$ cat config.mk
export PLATFORM = sky130hd
export DESIGN_NAME = up_cnt
export DESIGN_NICKNAME = d
export VERILOG_FILES = /design/src/rtl/up_cnt.sv
export SDC_FILE = /design/constraint.sdc
export NUM_CORES = 1
export LEC_CHECK = 0
export ABC_AREA = 1
export CORE_ASPECT_RATIO = 1.1
export CORE_MARGIN = 10
export CORE_UTILIZATION = 50
export DETAILED_ROUTE_END_ITERATION = 8
export PLACE_DENSITY = 0.8
export SYNTH_ARGS = -nofsm -noshare
export SYNTH_HDL_FRONTEND = slang
export SYNTH_SLANG_ARGS = --single-unit
export TNS_END_PERCENT = 100
$ cat constraint.sdc
create_clock -name clk -period 4.3 [get_ports clk]
set_clock_uncertainty 0.1 [all_clocks]
set_input_delay 0.86 -clock clk [delete_from_list [all_inputs] [get_ports clk]]
set_output_delay 0.86 -clock clk [all_outputs]
set_load 0.02 [all_outputs]
$ cat src/rtl/up_cnt.sv
// rtl/up_cnt.sv - 4-bit up counter with IDLE/RUN/DONE sequencing; UP_CNT_AUTORELOAD_EN selects auto-reload
module up_cnt (
  input  logic       clk,
  input  logic       clr,
  input  logic       start,
  input  logic       stop,
  input  logic       en,
  input  logic [3:0] limit,
  output logic [3:0] Q,
  output logic       busy,
  output logic       done,
  output logic       tc
);

  typedef enum logic [1:0] {
    IDLE = 2'b00,
    RUN  = 2'b01,
    DONE = 2'b10
  } state_t;

  state_t     state;
  state_t     state_nxt;
  logic [3:0] q_nxt;
  logic [3:0] lim_r;
  logic [3:0] lim_nxt;
  logic       tc_nxt;

  // Next-state, next-count and terminal pulse; stop outranks start, start outranks en.
  always_comb begin
    state_nxt = state;
    q_nxt     = Q;
    lim_nxt   = lim_r;
    tc_nxt    = 1'b0;
    case (state)
      IDLE: begin
        q_nxt = 4'd0;
        if (!stop && start) begin
          state_nxt = RUN;
          lim_nxt   = limit;
        end
      end
      RUN: begin
        if (stop) begin
          state_nxt = IDLE;
          q_nxt     = 4'd0;
        end else if (start) begin
          q_nxt   = 4'd0;
          lim_nxt = limit;
        end else if (en) begin
          if (Q != lim_r) begin
            q_nxt = Q + 4'd1;
          end else begin
            tc_nxt = 1'b1;
`ifdef UP_CNT_AUTORELOAD_EN
            q_nxt  = 4'd0;
`else
            state_nxt = DONE;
`endif
          end
        end
      end
      DONE: begin
        if (stop) begin
          state_nxt = IDLE;
          q_nxt     = 4'd0;
        end else if (start) begin
          state_nxt = RUN;
          q_nxt     = 4'd0;
          lim_nxt   = limit;
        end
      end
      default: begin
        state_nxt = IDLE;
        q_nxt     = 4'd0;
      end
    endcase
  end

  // State, count, captured limit and registered status flags; clr dominates everything.
  always_ff @(posedge clk) begin
    if (clr) begin
      state <= IDLE;
      Q     <= 4'd0;
      lim_r <= 4'd0;
      busy  <= 1'b0;
      done  <= 1'b0;
      tc    <= 1'b0;
    end else begin
      state <= state_nxt;
      Q     <= q_nxt;
      lim_r <= lim_nxt;
      busy  <= (state_nxt == RUN);
      done  <= (state_nxt == DONE);
      tc    <= tc_nxt;
    end
  end

endmodule
==> results of run 1 <==
synth_stat cells (2+ instances only):
| cell | number | area, sq um |
|---|---|---|
| nand2_4 | 2 | 22.5 |
| a21oi_1 | 9 | 45.0 |
| nand3_1 | 9 | 45.0 |
| inv_1 | 15 | 56.3 |
| ha_1 | 5 | 62.6 |
| o21ai_1 | 7 | 35.0 |
| nand2_1 | 24 | 90.1 |
| nand2_2 | 2 | 12.5 |
| nor3_1 | 3 | 15.0 |
| dfxtp_1 | 13 | 260 |
| inv_2 | 5 | 18.8 |
| nor2_4 | 2 | 22.5 |
| nor2_1 | 8 | 30.0 |
layout make-up:
cell class	instances	share of cell area
Multi-Input combinational cell	78	0.457
Sequential cell	13	0.266
Timing Repair Buffer	15	0.153
Inverter	20	0.0767
Clock buffer	4	0.0269
Tap cell	16	0.0205
metal layers:
layer / vias to the layer above / routed length [um]
li1: 397 / -
met1: 333 / 715
met2: 17 / 916
met3: 5 / 125
met4: 0 / 25
met5: - / 0
flip-flops by register name (all words and copies together) (netlist names):
signal,cells
Q,4
busy,1
done,1
lim_r,4
state,2
tc,1
worst max path at each step:
| stage | to | cells after the start | slack (ps) | start |
|---|---|---|---|---|
| 6_report | Q[1] | 1 | 1920 | Q[1] |
| 5_1_grt | Q[2] | 1 | 1880 | Q[2] |
| 4_1_cts | Q[1] | 1 | 1930 | Q[1] |
| 3_5_place_dp | done | 6 | 2000 | stop |
| 3_3_place_gp | done | 6 | 2030 | stop |
| 2_1_floorplan | busy | 6 | 2640 | start |
per-stage QoR:
stage	std cells	setup slack (ps)	hold WS (ps)
2_1_floorplan	111	2640	344
3_3_place_gp	142	2030	358
3_5_place_dp	142	2000	362
4_1_cts	146	1930	375
5_1_grt	146	1880	392
6_report	146	1920	372
power groups by stage:
stage          registers, mW  logic [mW]  clock network, mW
4_1_cts                0.128      0.0513             0.0806
5_1_grt                0.128      0.0568             0.0859
2_1_floorplan          0.131      0.0326                  0
3_5_place_dp           0.130      0.0510                  0
6_report               0.128      0.0507             0.0791
3_3_place_gp           0.130      0.0494                  0
layout by cell type, fill, tap and decap left out:
cell,synthesis,final
inv_1,15,15
o21ai_2,1,1
nand2_1,24,24
or2_1,1,1
dfxtp_1,13,13
nor2_1,8,8
clkbuf_4,0,3
nand4_1,1,1
nor3_1,3,3
nand2_4,2,2
ha_1,5,5
nor2_4,2,2
clkbuf_1,0,1
a21oi_1,9,9
clkdlybuf4s50_1,0,15
o21ai_1,7,7
inv_2,5,5
a31oi_4,1,1
o31ai_1,1,1
nand3_1,9,9
nand3_2,1,1
nor2_2,1,1
nand2_2,2,2
cell families (layout without fill, tap and decap cells):
| family | count (synthesis) | in the layout | synth area share |
|---|---|---|---|
| simple gates | 54 | 54 | 0.341 |
| fa+ha+maj | 5 | 5 | 0.0800 |
| compound gates | 19 | 19 | 0.150 |
| flops | 13 | 13 | 0.333 |
| buf+inv | 20 | 39 | 0.0960 |
worst reg2reg max path, stage by stage (launching register included):
cell	delay (ps)
dfxtp_1	350
inv_2	90
ha_1	170
inv_1	70
nor2_1	150
nand2_1	120
nand2_1	170
nand2_1	90
nand2_1	70
a21oi_1	50
==> qor.yml, run 1 <==
die:
  die_height_um: 61.5
  coreArea_sq_um: 1420
  ioPinCount: 16
  num_rows: 14
  die_w_um: 57.7
  dieArea_sq_um: 3550
  start_util: 0.551
clocking:
  post_cts_buffers: 0
  insertion_delay_ps: 290
  cts_buffers: 3
  cts_hold_buf: 0
  clk_pin_slew_ps: 80
  cts_tree: "built"
  clockBufferDepth: 2
  cts.sinks: 13
  cts.repair.resized: 0
  clockRootBuffer: "clkbuf_4"
  h-tree-depth: 1
route:
  detail_route.wl_per_cell_um: 12.2
  viasPerCell: 5.15
  drc: 0
  drtPass1Iterations: 4
  routed_wl_um: 1780
  drtIter0Drc: 12
  vias: 752
  ant_nets: 0
worst_setup_path:
  endpoint_kind: "output pin"
  path_class: "reg2out"
  cp.required_ps: 3340
  cp_num_buf_inv: 1
  r2r_end: "Q[3]"
  cp-start-kind: "register"
  cp_cell_sequence: "clkdlybuf4s50_1"
  ff2ff_path_depth: 9
  worst-r2r-setup-slack_ps: 2770
  cpPeakStageDelay_ps: 660
  slowest_stage: "clkdlybuf4s50_1"
  crit_family: "buffers and inverters"
  cp_data_arrival_time_ps: 1420
  critPathMaxFanout: 7
  r2r_start: "state[1]"
grt:
  grtUsageMet1: 0.102
  grt.total_usage: 0.108
  use_met3: 0.0556
  antenna_found_initial: 0
  met2_usage: 0.202
  grt_pass1_wl_um: 3020
  busiest_layer: "met2"
  grt_pass1_vias: 720
  grt_max_degree: 9
  gr-total-overflow: 0
run_status:
  status: "completed"
placed_design:
  io_buffers: 15
  place_congestion: 0.844
  hpwl_um: 1430
  place_area_sq_um: 952
power:
  power.density_nw_per_um2: 263
  seqPwrFrac: 0.496
  p_sw_uw: 75.3
  ir_drop_mv: 0.242
  switching_share: 0.293
  power.total_uw: 257
  leakage_nw: 0.432
  comb_power_share: 0.197
  internal_power_uw: 182
  p_clk_frac: 0.307
synth:
  synth-edff-count: 0
  synth_seq_cells: 13
  avgSynthCellArea_sq_um: 7.05
  ys_seq_area_frac: 0.333
  synthDistinctLibCells: 20
  synth_fp_nets: 125
  ys_warn_count: 0
  synth_cells: 111
  syn_area_sq_um: 782
  ys.flop_type: "dfxtp_1"
  synthArstFlopShare: 0
timing:
  timing.final.crit_share: 0.554
  min_period_ps: 2380
  maxSlewHeadroom: 0.766
  finalSetupTns_ps: 0
  hold_violations: 0
  fmax_mhz: 420
  rsz0062_at_grt: "no"
  slew_violations: 0
  setup_viol: 0
  tightestPinTransition_ps: 351
layout:
  finalNetCount: 145
  fill_cells: 140
  seq_area_sq_um: 260
  antennaDiodeCount: 0
  area_delta_synth_final_pct: 25.1
  drive_gt1_frac: 0.138
  final_util: 0.690
  final_area_sq_um: 978
  multiInputGateArea_sq_um: 447
min_path:
  hold_class: "reg2reg"
  hold-path-endpoint: "lim_r[0]"
  holdPathStages: 2
  min_from: "lim_r[0]"
job:
  maxCapViolCount: 0
Note: power is estimated with default switching activity, not from simulation.
==> run 2, diff against run 1 <==
--- a/config.mk
+++ b/config.mk
@@ -8,9 +8,9 @@
 export ABC_AREA = 1
 export CORE_ASPECT_RATIO = 1.1
 export CORE_MARGIN = 10
-export CORE_UTILIZATION = 50
+export CORE_UTILIZATION = 44
 export DETAILED_ROUTE_END_ITERATION = 8
-export PLACE_DENSITY = 0.8
+export PLACE_DENSITY = 0.75
 export SYNTH_ARGS = -nofsm -noshare
 export SYNTH_HDL_FRONTEND = slang
 export SYNTH_SLANG_ARGS = --single-unit
==> constraint.sdc (replaced) <==
create_clock -name clk -period 2.1 [get_ports clk]
set_clock_uncertainty 0.1 [all_clocks]
set_input_delay 0.42 -clock clk [delete_from_list [all_inputs] [get_ports clk]]
set_output_delay 0.42 -clock clk [all_outputs]
set_load 0.02 [all_outputs]
==> run 2 against run 1 <==
Clock-buffer cell count fell by 1. Via count shrank 0.13%. Sequential cell count stayed put. Register-to-register slack got worse by 2200 ps. Critical path depth unchanged. Non-clock buffer count is the same.
==> qor.yml, run 2 (synthesis results as in run 1) <==
min_path:
  hold_class: "reg2reg"
  min_from: "lim_r[3]"
  holdPathStages: 2  # unchanged
  hold-path-endpoint: "lim_r[3]"
layout:
  final_area_sq_um: 981  # +0.26%
  layout_common_cells: "nand2_1, inv_1, clkdlybuf4s50_1"
  top_regs: "Q (4), lim_r (4), state (2)"
  fill_cells: 163  # +16%
  finalNetCount: 145  # unchanged
  antennaDiodeCount: 0  # unchanged
  fin_cells: 147  # +0.68%
  drive_gt1_frac: 0.146  # +0.00769
  area_delta_synth_final_pct: 25.4
  final_util: 0.601  # -0.0888
  layout_commonest_cell: "nand2_1"
timing:
  hold_violations: 0  # unchanged
  setup_viol: 0  # unchanged
  tightestPinTransition_ps: 377  # +26.4 ps
  min_period_ps: 1900
  timing.final.crit_share: 0.905
  finalSetupTns_ps: 0  # unchanged
  hold_ws_ps: 377  # +5.02 ps
  slew_violations: 0  # unchanged
  maxSlewHeadroom: 0.748  # -0.0176
  rsz0062_at_grt: "no"
  fmax_mhz: 526
  postLayoutSetupSlackWorst_ps: 200  # -1720 ps
route:
  drc: 0  # unchanged
  detail_route.wl_per_cell_um: 12.1  # -0.57%
  drtIter0Drc: 16  # +4
  routed_wl_um: 1780  # +0.11%
  ant_nets: 0  # unchanged
  vias: 751  # -0.13%
  viasPerCell: 5.11  # -0.81%
  drtPass1Iterations: 4  # unchanged
clocking:
  insertion_delay_ps: 280  # about the same
  clockBufferDepth: 2  # unchanged
  cts.sinks: 13  # unchanged
  cts_buffers: 3  # unchanged
  clockRootBuffer: "clkbuf_4"
  post_cts_buffers: 0  # unchanged
  h-tree-depth: 1  # unchanged
  cts_tree: "built"
  cts_hold_buf: 0  # unchanged
  clk_pin_slew_ps: 70  # about the same
  cts.repair.resized: 0  # unchanged
worst_setup_path:
  cp_num_buf_inv: 1  # unchanged
  endpoint_kind: "output pin"
  cp_cell_sequence: "clkdlybuf4s50_1"
  cp.required_ps: 1580  # -1760 ps
  r2r_end: "lim_r[1]"
  r2r_start: "state[0]"
  cp_data_arrival_time_ps: 1380  # -40 ps
  critPathMaxFanout: 8  # +1
  cp-start-kind: "register"
  crit_family: "buffers and inverters"
  ff2ff_path_depth: 5  # -4
  worst-r2r-setup-slack_ps: 540  # -2230 ps
  cpPeakStageDelay_ps: 650  # about the same
  path_class: "reg2out"
  slowest_stage: "clkdlybuf4s50_1"
grt:
  grt.total_usage: 0.0941  # -0.0139
  grt_pass1_vias: 703  # -2.4%
  grt_max_degree: 9  # unchanged
  antenna_found_initial: 0  # unchanged
  grt_pass1_wl_um: 2860  # -5.3%
  gr-total-overflow: 0  # unchanged
die:
  die_w_um: 60.2  # +4.3%
  dieArea_sq_um: 3870  # +9.0%
  die_height_um: 64.2  # +4.4%
  coreArea_sq_um: 1630  # +15%
  start_util: 0.479  # -0.0722
  num_rows: 15  # +1
  ioPinCount: 16  # unchanged
power:
  leakage_nw: 0.435  # +0.63%
  ir_drop_mv: 0.432  # +79%
  power.total_uw: 519  # +100%
  power.density_nw_per_um2: 529  # +100%
placed_design:
  hpwl_um: 1480  # +3.0%
  dp_cells: 143  # +0.70%
  io_buffers: 15  # unchanged
  place_area_sq_um: 953  # +0.13%
  pre_cts_slack_ps: 215  # -1780 ps
  place_congestion: 0.830  # -1.7%
run_status:
  status: "completed"
job:
  maxCapViolCount: 0  # unchanged
run 2: cell types whose count changed in the layout (fill, tap and decap cells not counted):
cell      before  now
clkinv_2       0    1
clkbuf_1       1    0
run 2: where the power goes:
group	internal (mW)	total, mW	switching (mW)
Combinational	0.0428	0.103	0.0604
Clock	0.0707	0.154	0.0832
Sequential	0.256	0.262	0.00608
Total	0.369	0.519	0.150
run 2: how the worst max path moves through the flow:
stage                        start  endpoint  cells past startpoint
after floorplan           state[0]      Q[1]                      7
after global placement        stop      done                      5
after detailed placement      stop      done                      5
after CTS                     Q[2]      Q[2]                      1
after global routing          Q[2]      Q[2]                      1
final                         Q[2]      Q[2]                      1
run 2: cell type report:
cell class / instances / area, sq um / share of cell area
multi-input cells: 78 / 447 / 0.455
flip-flops and latches: 13 / 260 / 0.265
repair buffers: 15 / 150 / 0.153
inverters: 20 / 75.1 / 0.0765
clock buffers: 3 / 22.5 / 0.0230
well taps: 17 / 21.3 / 0.0217
clock inverters: 1 / 5.00 / 0.00510
run 2: layer usage:
layer,part of all wire,vias to the layer above,GRT usage
met5,0,-,0
met4,0.010,0,0.0337
met3,0.096,2,0.0593
met2,0.51,22,0.160
met1,0.38,333,0.0882
li1,-,394,-
==> run 3, diff against run 2 <==
--- a/config.mk
+++ b/config.mk
@@ -9,6 +9,7 @@
 export CORE_ASPECT_RATIO = 1.1
 export CORE_MARGIN = 10
 export CORE_UTILIZATION = 44
+export CTS_BUF_LIST = sky130_fd_sc_hd__clkbuf_16
 export DETAILED_ROUTE_END_ITERATION = 8
 export PLACE_DENSITY = 0.75
 export SYNTH_ARGS = -nofsm -noshare
==> run 3 against run 2 <==
Register-to-register slack barely moved. Core utilization rose by 3.2 points. Die area did not move. Sequential power barely moved. Largest power group is now the clock network. Highest routed layer unchanged.
==> qor.yml, run 3 (synthesis results as in run 1) <==
run_status:
  status: "completed"
grt:
  antenna_found_initial: 0  # unchanged
  grt.total_usage: 0.0960  # +0.00192
  gr-total-overflow: 0  # unchanged
  grt_pass1_wl_um: 2900  # +1.7%
  grt_pass1_vias: 708  # +0.71%
  grt_max_degree: 9  # unchanged
layout:
  layout_commonest_cell: "nand2_1"
  fill_cells: 151  # -7.4%
  layout_common_cells: "nand2_1, inv_1, clkdlybuf4s50_1"
  fin_cells: 147  # unchanged
  drive_gt1_frac: 0.146  # unchanged
  top_regs: "Q (4), lim_r (4), state (2)"
  multiInputGateArea_sq_um: 447  # unchanged
  finalNetCount: 145  # unchanged
  seq_area_sq_um: 260  # unchanged
  area_delta_synth_final_pct: 32.2
  antennaDiodeCount: 0  # unchanged
route:
  drtPass1Iterations: 4  # unchanged
  routed_wl_um: 1860  # +4.4%
  drc: 0  # unchanged
  detail_route.wl_per_cell_um: 12.7  # +4.4%
  vias: 764  # +1.7%
  viasPerCell: 5.20  # +1.7%
  drtIter0Drc: 25  # +9
  ant_nets: 0  # unchanged
timing:
  tightestPinTransition_ps: 377  # -0.480 ps
  slew_violations: 0  # unchanged
  maxSlewHeadroom: 0.749  # about the same
  hold_violations: 0  # unchanged
  finalSetupTns_ps: 0  # unchanged
  min_period_ps: 1870  # -34.1 ps
  hold_ws_ps: 373  # -4.03 ps
  fmax_mhz: 536  # +1.8%
  timing.final.crit_share: 0.889  # -0.0162
  setup_viol: 0  # unchanged
  rsz0062_at_grt: "no"
placed_design:
  hpwl_um: 1480  # unchanged
  dp_cells: 143  # unchanged
  place_congestion: 0.830  # unchanged
  io_buffers: 15  # unchanged
clocking:
  clk_pin_slew_ps: 40  # -30 ps
  post_cts_buffers: 0  # unchanged
  cts_tree: "built"
  clockBufferDepth: 2  # unchanged
  cts.repair.resized: 0  # unchanged
  clockRootBuffer: "clkbuf_16"
  cts.sinks: 13  # unchanged
  insertion_delay_ps: 240  # -40 ps
  cts_hold_buf: 0  # unchanged
  cts_buffers: 3  # unchanged
  h-tree-depth: 1  # unchanged
die:
  die_w_um: 60.2  # unchanged
  coreArea_sq_um: 1630  # unchanged
  dieArea_sq_um: 3870  # unchanged
  num_rows: 15  # unchanged
  ioPinCount: 16  # unchanged
  die_height_um: 64.2  # unchanged
  start_util: 0.479  # unchanged
worst_setup_path:
  path_depth: 1  # unchanged
  r2r_end: "lim_r[1]"
  cp-start-kind: "register"
  slowest_stage: "clkdlybuf4s50_1"
  cp_data_arrival_time_ps: 1350  # -30 ps
  cp.required_ps: 1580  # about the same
  path_class: "reg2out"
  cp_cell_sequence: "clkdlybuf4s50_1"
  crit_family: "buffers and inverters"
  r2r_start: "state[0]"
  worst-r2r-setup-slack_ps: 550  # about the same
  endpoint_kind: "output pin"
  cpPeakStageDelay_ps: 660  # about the same
  ff2ff_path_depth: 5  # unchanged
  cp_num_buf_inv: 1  # unchanged
  critPathMaxFanout: 8  # unchanged
min_path:
  holdPathStages: 2  # unchanged
  min_from: "lim_r[3]"
  hold-path-endpoint: "lim_r[3]"
  hold_class: "reg2reg"
job:
  maxCapViolCount: 0  # unchanged
power:
  leakage_nw: 0.458  # +5.3%
  power.density_nw_per_um2: 700  # +32%
  power.total_uw: 724  # +39%
  ir_drop_mv: 0.617  # +43%
-- run 3: cell counts in the layout (fill, tap and decap cells not counted) --
No cell type changed its count.
-- run 3: worst reg2reg max path: stages (launching register included) --
cell	delay (ps)
dfxtp_1	380
inv_1	100
ha_1	310
o21ai_2	330
o21ai_1	100
a21oi_1	150
-- run 3: layer usage --
metal | track usage | vias up | routed length (um)
met1 | 0.0882 | 335 | 677
li1 | - | 394 | -
met3 | 0.0573 | 10 | 174
met4 | 0.0337 | 0 | 63
met2 | 0.168 | 25 | 948
met5 | 0 | - | 0
-- run 3: worst max-delay path by stage --
stage,start,end
global placement,stop,done
detailed placement,stop,done
CTS,Q[2],Q[2]
global route,Q[2],Q[2]
floorplan,state[0],Q[1]
finish,Q[2],Q[2]
-- run 3: layout make-up --
type                            instances  area share
Clock buffer                            3      0.0726
Clock inverter                          1     0.00484
Inverter                               20      0.0726
Multi-Input combinational cell         78       0.432
Sequential cell                        13       0.252
Tap cell                               17      0.0206
Timing Repair Buffer                   15       0.145
-- run 3: where the power goes --
| group | total (mW) | leakage, nW | switching (mW) | internal (mW) |
|---|---|---|---|---|
| Clock | 0.357 | 0.0409 | 0.104 | 0.253 |
| Sequential | 0.263 | 0.106 | 0.00598 | 0.257 |
| Combinational | 0.104 | 0.311 | 0.0607 | 0.0428 |
| Total | 0.724 | 0.458 | 0.171 | 0.553 |
-- run 3: per-stage QoR --
step                      worst slack, ps  area, sq um   util
after floorplan                       747          782      -
after global placement                264          953  0.584
after detailed placement              215          953  0.584
after CTS                             228         1030  0.633
after global routing                  168         1030  0.633
final                                 234         1030  0.633
